**config.mk**
```make
export PLATFORM = sky130hd
export DESIGN_NAME = ram_march_bist
export DESIGN_NICKNAME = d
export VERILOG_FILES = /design/src/rtl/ram_bist_pkg.sv /design/src/rtl/ram_bist_addr_gen.sv /design/src/rtl/ram_march_bist.sv
export SDC_FILE = /design/constraint.sdc
export NUM_CORES = 1
export LEC_CHECK = 0
export BUFFER_PORTS_ARGS = -buffer_cell sky130_fd_sc_hd__buf_2
export CAP_MARGIN = 20
export CORE_ASPECT_RATIO = 0.6
export CORE_MARGIN = 2
export CORE_UTILIZATION = 50
export DETAILED_ROUTE_END_ITERATION = 6
export PLACE_DENSITY = 0.74
export SETUP_SLACK_MARGIN = 0.2
export SLEW_MARGIN = 0
export SYNTH_ARGS = -nofsm -noshare
export SYNTH_HDL_FRONTEND = slang
export SYNTH_SLANG_ARGS = --single-unit
```
**constraint.sdc**
```tcl
create_clock -name clk -period 2.9 [get_ports clk]
set_input_delay 0.145 -clock clk [delete_from_list [all_inputs] [get_ports clk]]
set_output_delay 0.145 -clock clk [all_outputs]
set_load 0.01 [all_outputs]
```
**src/rtl/ram_bist_pkg.sv**
```systemverilog
// Shared types and per-element constants for the March C- RAM BIST.
// Bit i of each element mask describes march element Mi.
package ram_bist_pkg;

    typedef enum logic [3:0] {
        IDLE,
        M0,
        M1,
        M2,
        M3,
        M4,
        M5,
        DRAIN,
        DONE
    } bist_state_e;

    localparam int FAIL_CNT_W = 8;

    localparam logic [5:0] ELEM_DOWN      = 6'b011000;
    localparam logic [5:0] ELEM_HAS_READ  = 6'b111110;
    localparam logic [5:0] ELEM_HAS_WRITE = 6'b011111;
    localparam logic [5:0] READ_BG        = 6'b010100;
    localparam logic [5:0] WRITE_BG       = 6'b001010;

    // Non-element states (IDLE, DRAIN, DONE) read as 0 for every mask.
    function automatic logic elem_flag(logic [5:0] mask, bist_state_e s);
        logic f;
        f = 1'b0;
        case (s)
            M0:      f = mask[0];
            M1:      f = mask[1];
            M2:      f = mask[2];
            M3:      f = mask[3];
            M4:      f = mask[4];
            M5:      f = mask[5];
            default: f = 1'b0;
        endcase
        return f;
    endfunction

    function automatic bist_state_e next_elem(bist_state_e s);
        bist_state_e n;
        n = DONE;
        case (s)
            M0:      n = M1;
            M1:      n = M2;
            M2:      n = M3;
            M3:      n = M4;
            M4:      n = M5;
            M5:      n = DRAIN;
            default: n = DONE;
        endcase
        return n;
    endfunction

endpackage

```
**src/rtl/ram_bist_addr_gen.sv**
```systemverilog
// Up/down address counter for the march elements with a terminal-count flag.
// The direction is latched on init so the flag always refers to the running element.
module ram_bist_addr_gen #(
    parameter int ADDR_WIDTH = 8,
    parameter int DEPTH      = 256
) (
    input  logic                  clk,
    input  logic                  rst_n,
    input  logic                  init,
    input  logic                  init_down,
    input  logic                  step,
    output logic [ADDR_WIDTH-1:0] addr,
    output logic                  at_end
);

    localparam logic [ADDR_WIDTH-1:0] LAST_ADDR = ADDR_WIDTH'(DEPTH - 1);

    logic down;

    always_ff @(posedge clk) begin
        if (!rst_n) begin
            addr <= '0;
            down <= 1'b0;
        end else if (init) begin
            down <= init_down;
            addr <= init_down ? LAST_ADDR : '0;
        end else if (step) begin
            addr <= down ? addr - ADDR_WIDTH'(1) : addr + ADDR_WIDTH'(1);
        end
    end

    assign at_end = down ? (addr == '0) : (addr == LAST_ADDR);

endmodule

```
**src/rtl/ram_march_bist.sv**
```systemverilog
// March C- BIST controller driving the single-port synchronous RAM port.
// Define RAM_BIST_STOP_ON_FAIL_EN to end the run at the first recorded mismatch.
module ram_march_bist
    import ram_bist_pkg::*;
#(
    parameter int ADDR_WIDTH = 8,
    parameter int DATA_WIDTH = 8,
    parameter int DEPTH      = 256
) (
    input  logic                  clk,
    input  logic                  rst_n,
    input  logic                  start,
    output logic                  busy,
    output logic                  done,
    output logic                  pass,
    output logic [ADDR_WIDTH-1:0] fail_addr,
    output logic [FAIL_CNT_W-1:0] fail_count,
    output logic                  mem_write,
    output logic [ADDR_WIDTH-1:0] mem_addr,
    output logic [DATA_WIDTH-1:0] mem_data_in,
    input  logic [DATA_WIDTH-1:0] mem_data_out
);

    bist_state_e state, state_nxt;
    logic phase, phase_nxt;
    logic addr_init, addr_init_down, addr_step, at_end;
    logic two_op, rd_now, accept, mismatch, stop_now;
    logic wr_nxt, busy_nxt;
    logic [DATA_WIDTH-1:0] data_nxt;
    logic cmp_valid, cmp_exp;
    logic [ADDR_WIDTH-1:0] cmp_addr;

    ram_bist_addr_gen #(
        .ADDR_WIDTH(ADDR_WIDTH),
        .DEPTH     (DEPTH)
    ) u_addr_gen (
        .clk      (clk),
        .rst_n    (rst_n),
        .init     (addr_init),
        .init_down(addr_init_down),
        .step     (addr_step),
        .addr     (mem_addr),
        .at_end   (at_end)
    );

    assign two_op   = elem_flag(ELEM_HAS_READ, state) && elem_flag(ELEM_HAS_WRITE, state);
    assign rd_now   = elem_flag(ELEM_HAS_READ, state) && !(two_op && phase);
    assign accept   = start && (state == IDLE || state == DONE);
    assign mismatch = cmp_valid && (mem_data_out != {DATA_WIDTH{cmp_exp}});

`ifdef RAM_BIST_STOP_ON_FAIL_EN
    assign stop_now = mismatch;
`else
    assign stop_now = 1'b0;
`endif

    always_ff @(posedge clk) begin
        if (!rst_n) begin
            state <= IDLE;
            phase <= 1'b0;
        end else begin
            state <= state_nxt;
            phase <= phase_nxt;
        end
    end

    // Read/write pairs share one address; the counter only moves after the write.
    always_comb begin
        state_nxt      = state;
        phase_nxt      = 1'b0;
        addr_init      = 1'b0;
        addr_init_down = 1'b0;
        addr_step      = 1'b0;
        case (state)
            IDLE, DONE: begin
                addr_init = 1'b1;
                if (start) begin
                    state_nxt = M0;
                end
            end
            DRAIN: begin
                addr_init = 1'b1;
                state_nxt = DONE;
            end
            default: begin
                if (two_op && !phase) begin
                    phase_nxt = 1'b1;
                end else if (at_end) begin
                    state_nxt      = next_elem(state);
                    addr_init      = 1'b1;
                    addr_init_down = elem_flag(ELEM_DOWN, next_elem(state));
                end else begin
                    addr_step = 1'b1;
                end
            end
        endcase
        if (stop_now) begin
            state_nxt      = DONE;
            phase_nxt      = 1'b0;
            addr_init      = 1'b1;
            addr_init_down = 1'b0;
            addr_step      = 1'b0;
        end
    end

    always_comb begin
        wr_nxt   = elem_flag(ELEM_HAS_WRITE, state_nxt);
        data_nxt = '0;
        busy_nxt = 1'b1;
        if (elem_flag(ELEM_HAS_READ, state_nxt) && elem_flag(ELEM_HAS_WRITE, state_nxt)) begin
            wr_nxt = phase_nxt;
        end
        if (wr_nxt) begin
            data_nxt = {DATA_WIDTH{elem_flag(WRITE_BG, state_nxt)}};
        end
        if (state_nxt == IDLE || state_nxt == DONE) begin
            busy_nxt = 1'b0;
        end
    end

    // A read queued at the stop edge is dropped so DONE never records late data.
    always_ff @(posedge clk) begin
        if (!rst_n) begin
            busy        <= 1'b0;
            done        <= 1'b0;
            pass        <= 1'b0;
            fail_addr   <= '0;
            fail_count  <= '0;
            mem_write   <= 1'b0;
            mem_data_in <= '0;
            cmp_valid   <= 1'b0;
            cmp_exp     <= 1'b0;
            cmp_addr    <= '0;
        end else begin
            busy        <= busy_nxt;
            done        <= (state_nxt == DONE);
            mem_write   <= wr_nxt;
            mem_data_in <= data_nxt;
            cmp_valid   <= rd_now && (state_nxt != DONE);
            cmp_exp     <= elem_flag(READ_BG, state);
            cmp_addr    <= mem_addr;
            if (accept) begin
                pass       <= 1'b1;
                fail_addr  <= '0;
                fail_count <= '0;
            end else if (mismatch) begin
                pass <= 1'b0;
                if (fail_count == '0) begin
                    fail_addr <= cmp_addr;
                end
                if (fail_count != '1) begin
                    fail_count <= fail_count + FAIL_CNT_W'(1);
                end
            end
        end
    end

endmodule

```
# Word-level counts from Yosys, hierarchy flattened
# Cells that the tools add are included.
# word_totals
regBits,45
elab_cells,105
in_bits,11
# classes
eq_ne,21
n_addsub,3
muxes,35
bitwise_logic,1
n_reduce_logical,31
# ops
operator,n
4-bit by 3-bit equality test with 1-bit output (second input constant),9
8-bit 2-to-1 mux,4
4-bit 2-to-1 mux,6
4-bit case mux with 6 select lines,1
1-bit 2-to-1 mux,23
5-bit OR reduction,4
8-bit by 1-bit adder with 8-bit output (second input constant),2
4-bit by 2-bit equality test with 1-bit output (second input constant),4
8-bit zero test,2
2-bit OR reduction,5
4-bit by 1-bit equality test with 1-bit output (second input constant),2
4-bit equality test (second input constant),2
8-bit equality test (second input constant),1
1-bit logical AND,8
4-bit zero test,2
8-bit != test,1
8-bit != test (second input constant),1
4-bit case mux with 2 select lines,1
8-bit by 1-bit subtractor with 8-bit output (second input constant),1
2-bit AND reduction,3
4-bit != test (second input constant),1
2-bit nonzero test,2
3-bit OR reduction,1
1-bit zero test,2
other kinds (2),3

# Logic depth before layout (Yosys ltp)
# logic_depth
word_depth,15
mapped_depth,9
depth_no_buf,8

# Cells and area by module
# From an unflattened synthesis, not the netlist that was laid out.
# unflattened
hier_cells,305
area_unflattened_um2,2616.3
# by_module_without_submodules
module,cells_each,instances,seq_area_each_um2,area_each_um2
ram_march_bist,223,1,720.7,1943.1
ram_bist_addr_gen,82,1,180.2,673.1

# Least setup slack after synthesis
# OpenSTA, ideal clock, no wires.
# synth_timing
path_kind,flip-flop to flip-flop
from,reg u_addr_gen.addr[0]
to,reg busy
arrival_ns,1.980
required_ns,2.785
path_buffers,1
slack_ns,0.805
stages_incl_launch_ff,8
setup_ns,0.115
path_cell_list,dfxtp_1 > buf_4 > nand3_1 > or4b_4 > a21o_1 > and3_4 > a311o_1 > o21a_1
# synth_between
elab_chain_cells,8
# synth_rtl
element,line,source
"start, declared",ram_bist_addr_gen.sv:12,"output logic [ADDR_WIDTH-1:0] addr,"
"start signal, assigned",ram_bist_addr_gen.sv:26,addr <= init_down ? LAST_ADDR : '0;
"start signal, assigned",ram_bist_addr_gen.sv:28,addr <= down ? addr - ADDR_WIDTH'(1) : addr + ADDR_WIDTH'(1);
8-bit equality test / 8-bit zero test (equally long branches),ram_bist_addr_gen.sv:32,assign at_end = down ? (addr == '0) : (addr == LAST_ADDR);
1-bit 2-to-1 mux (*),ram_bist_addr_gen.sv:32,
4-bit 2-to-1 mux (*),ram_march_bist.sv:88,end else if (at_end) begin
4-bit 2-to-1 mux (*),ram_march_bist.sv:86,if (two_op && !phase) begin
4-bit case mux with 2 select lines (*),ram_march_bist.sv:74,case (state)
4-bit equality test / 4-bit zero test (equally long branches),ram_march_bist.sv:116,if (state_nxt == IDLE || state_nxt == DONE) begin
1-bit logical OR (*),ram_march_bist.sv:116,
1-bit 2-to-1 mux (*),ram_march_bist.sv:116,
"end signal, assigned",ram_march_bist.sv:135,busy <= busy_nxt;
"end, declared",ram_march_bist.sv:13,"output logic busy,"
# Every way passes the cells marked *; elsewhere a longest branch is shown, timed or not.
# A chain may end at the register's enable or synchronous reset.

# Final worst setup path
# layout_timing
from,reg u_addr_gen.down
to,reg u_addr_gen.addr[7]
# layout_between
elab_chain_cells,6
# layout_rtl
element,line,source
"start, declared",ram_bist_addr_gen.sv:18,logic down;
"start signal, assigned",ram_bist_addr_gen.sv:25,down <= init_down;
1-bit 2-to-1 mux,ram_bist_addr_gen.sv:32,
1-bit 2-to-1 mux,ram_march_bist.sv:88,
1-bit 2-to-1 mux,ram_march_bist.sv:86,
1-bit 2-to-1 mux,ram_march_bist.sv:74,
8-bit 2-to-1 mux,ram_bist_addr_gen.sv:26,
8-bit 2-to-1 mux,ram_bist_addr_gen.sv:24,end else if (init) begin
# Several ways; a longest one is shown, not always the timed one. The select of a mux whose other input is x is not followed.

==> flow_metrics.tcl <==
set metrics [dict create \
    reg2reg_slack_ns 0.56 \
    endpoint "u_addr_gen.addr[7]" \
    dr.pass1.iters 4 \
    multi_input_area_mm2 0.00127 \
    synth_top_area_share_pct 38.6 \
    cts_hold_buf 0 \
    holdWs_ns 0.293 \
    fin_tns_setup_ns 0 \
    skew_ns 0.0122 \
    finalSetupViolations 0 \
    postCtsSetupBuffers 0 \
    dp_hpwl_um 3670 \
    maxSlewHeadroom_pct 45.8 \
    synth_edf_count 0 \
    critical_path_class "reg -> reg" \
    synth_seq_area_share_pct 38.6 \
    reg2reg_depth 7 \
    grt_setup_unrepaired "no" \
    synth_seq_cells 45 \
    max-cap-violations 0 \
    drt_wl_total_um 4930 \
    ys_warn_count 0 \
    syn-instance-count 252 \
    leakage_nw 1.09 \
    path_clk_slew_ns 0.09 \
    detail_route.vias_per_cell 5.39 \
    synth_area_leader_cell "dfxtp_1" \
    finalPower_mw 1.18 \
    syn_area_mm2 0.00233 \
    vias 1907 \
    hold_depth 5 \
    timing.rr.end "u_addr_gen.addr[7]" \
    grt_pass1_vias 1693 \
    cp-start-kind "flip-flop" \
    avgSynthCellArea_um2 9.25 \
    ys_types 57 \
    track_usage_pct 20.0 \
    crit_arrival_ns 2.55 \
    synth_async_sr_flop_share_pct 0 \
    min_period_ns 2.34 \
    grt_antenna_before_repair 0 \
    wl_per_cell_um 13.9 \
    die_x_um 92.1 \
    crit_start "u_addr_gen.down" \
    synthFlopType "dfxtp_1" \
    required_ns 3.11 \
    seqCellArea_um2 901 \
    finalNetCount 310 \
    grt_overflow 0 \
    drtIter0Drc 62 \
    dieArea_mm2 0.00524 \
    power_density_mw_per_mm2 446 \
    final_util_pct 58.4 \
    status "complete, no violations" \
    core-area_mm2 0.00452 \
    hold_viol 0 \
    grt_pass1_wl_um 8210 \
    pin_count 47 \
    cts_tree "yes" \
    num_rows 19 \
    drtAntennaViolNets 0 \
    max_freq_ghz 0.427 \
    cp-end-kind "flip-flop" \
    cts_buffers 5 \
    finalCritPeriodShare_pct 80.7 \
    gp_congestion 0.846 \
    syn_nets 272 \
    drive_gt1_share_pct 25.4 \
    post_dp_cell_area_mm2 0.00253 \
    ir_drop_mv 0.269 \
    numClockSinks 45 \
    root_buffer "clkbuf_8" \
    worstMarginPinSlew_ns 0.809 \
    diodes 0 \
    grt_max_degree 29 \
    worstSkewPairLatency_ns 0.31 \
    area_delta_synth_final_pct 13.3 \
    fp.dieH_um 56.9 \
    initial_core_util_pct 51.6 \
    fillers 417 \
    cts.repair.resized 0 \
    path_max_fanout 10 \
    worstReg2RegStart "u_addr_gen.down" \
    yosys-top-cells-area "dfxtp_1 39%, nor2_1 4.7%, ha_1 4.3%" \
    drc 0 \
    fin_area_mm2 0.00264 \
    hp-class "in -> reg" \
    final_max_slew_viol_count 0 \
    port_buffers 46 \
    cts_htree_levels 2 \
    cts_buffer_depth 2 \
]
[critical path: stages (launching register included)]
cell	delay (ns)
dfxtp_1	0.59
ha_1	0.33
a211oi_1	0.30
o21bai_1	0.15
a2111oi_0	0.44
nor3_1	0.13
xnor2_1	0.15
a22o_1	0.17
[worst min path at each step]
stage                 from                 end  slack [ns]
5_1_grt              rst_n  u_addr_gen.addr[6]        0.32
3_3_place_gp   cmp_addr[2]        fail_addr[2]        0.44
6_report             start                pass        0.29
2_1_floorplan        rst_n               phase        0.38
4_1_cts              rst_n                busy        0.29
3_5_place_dp   cmp_addr[5]        fail_addr[5]        0.46
[logic make-up after synthesis]
logic type,count (synthesis),synth area share [%]
AO/OA/AOI/OAI,51,17.4
XOR/XNOR,10,3.76
multiplexers,9,3.86
adder cells (fa/ha/maj),9,5.15
flip-flops,45,38.6
buffers and inverters,26,7.03
AND/OR/NAND/NOR,102,24.2
[layer usage]
metal | global-route usage [%] | up-vias | wire length, um
li1 | - | 988 | -
met1 | 28.8 | 871 | 2620
met2 | 28.2 | 37 | 2030
met3 | 4.70 | 11 | 192
met4 | 9.17 | 0 | 96
met5 | 0 | - | 0
[per-stage QoR]
| stage | setup slack [ns] | std cells |
|---|---|---|
| after floorplan | 0.805 | 252 |
| after global placement | 0.672 | 346 |
| after detailed placement | 0.589 | 346 |
| after CTS | 0.573 | 354 |
| after global routing | 0.316 | 354 |
| final | 0.560 | 354 |
[synth_stat cells (all sizes together) (2+ instances only)]
cell type	n
a2111oi	2
a211oi	3
a21boi	3
a21o	3
a21oi	9
a221oi	2
and2	12
and3	2
buf	14
clkbuf	3
dfxtp	45
ha	8
inv	8
mux2i	9
nand2	11
nand3	6
nand3b	2
nand4	5
nand4b	3
nor2	29
nor2b	4
nor3	11
nor3b	2
nor4	3
o21a	6
o21ai	6
o221a	7
or2	2
or3	4
xnor2	5
xor2	5
[cells in the final DEF, fill, tap and decap left out, types with 2 or more instances in the layout]
cell,n
a2111oi_0,2
a211oi_1,3
a21boi_0,3
a21o_1,3
a21oi_1,9
a221oi_1,2
and2_1,11
buf_2,46
buf_4,3
clkbuf_8,5
dfxtp_1,45
ha_1,8
inv_1,8
mux2i_1,9
nand2_1,11
nand3_1,6
nand3b_1,2
nand4_1,5
nand4b_1,3
nor2_1,29
nor2b_1,4
nor3_1,10
nor4_1,3
o21a_1,6
o21ai_0,5
o221a_2,7
or2_2,2
or3_1,3
xnor2_1,5
xor2_1,5
[registers in the layout (all words and copies together), names as in the netlist]
signal and flops:
mem_write 1, busy 1, cmp_valid 1, state 4, pass 1, u_addr_gen.addr 8
fail_addr 8, cmp_addr 8, cmp_exp 1, fail_count 8, u_addr_gen.down 1, mem_data_in 1
done 1, phase 1
[area by class of cell]
class,count,area share (%)
multi-input cells,181,48.0
inverters,8,1.14
flip-flops and latches,45,34.1
clock buffers,6,2.75
repair buffers,49,9.57
clock inverters,2,1.47
well taps,63,2.99
[report_power, final]
| group | total (mW) | leakage, nW | switching (mW) | internal (mW) |
|---|---|---|---|---|
| Combinational | 0.0664 | 0.670 | 0.0389 | 0.0275 |
| Clock | 0.478 | 0.0554 | 0.219 | 0.259 |
| Sequential | 0.633 | 0.364 | 0.00837 | 0.625 |
(Power assumes the default switching activity.)
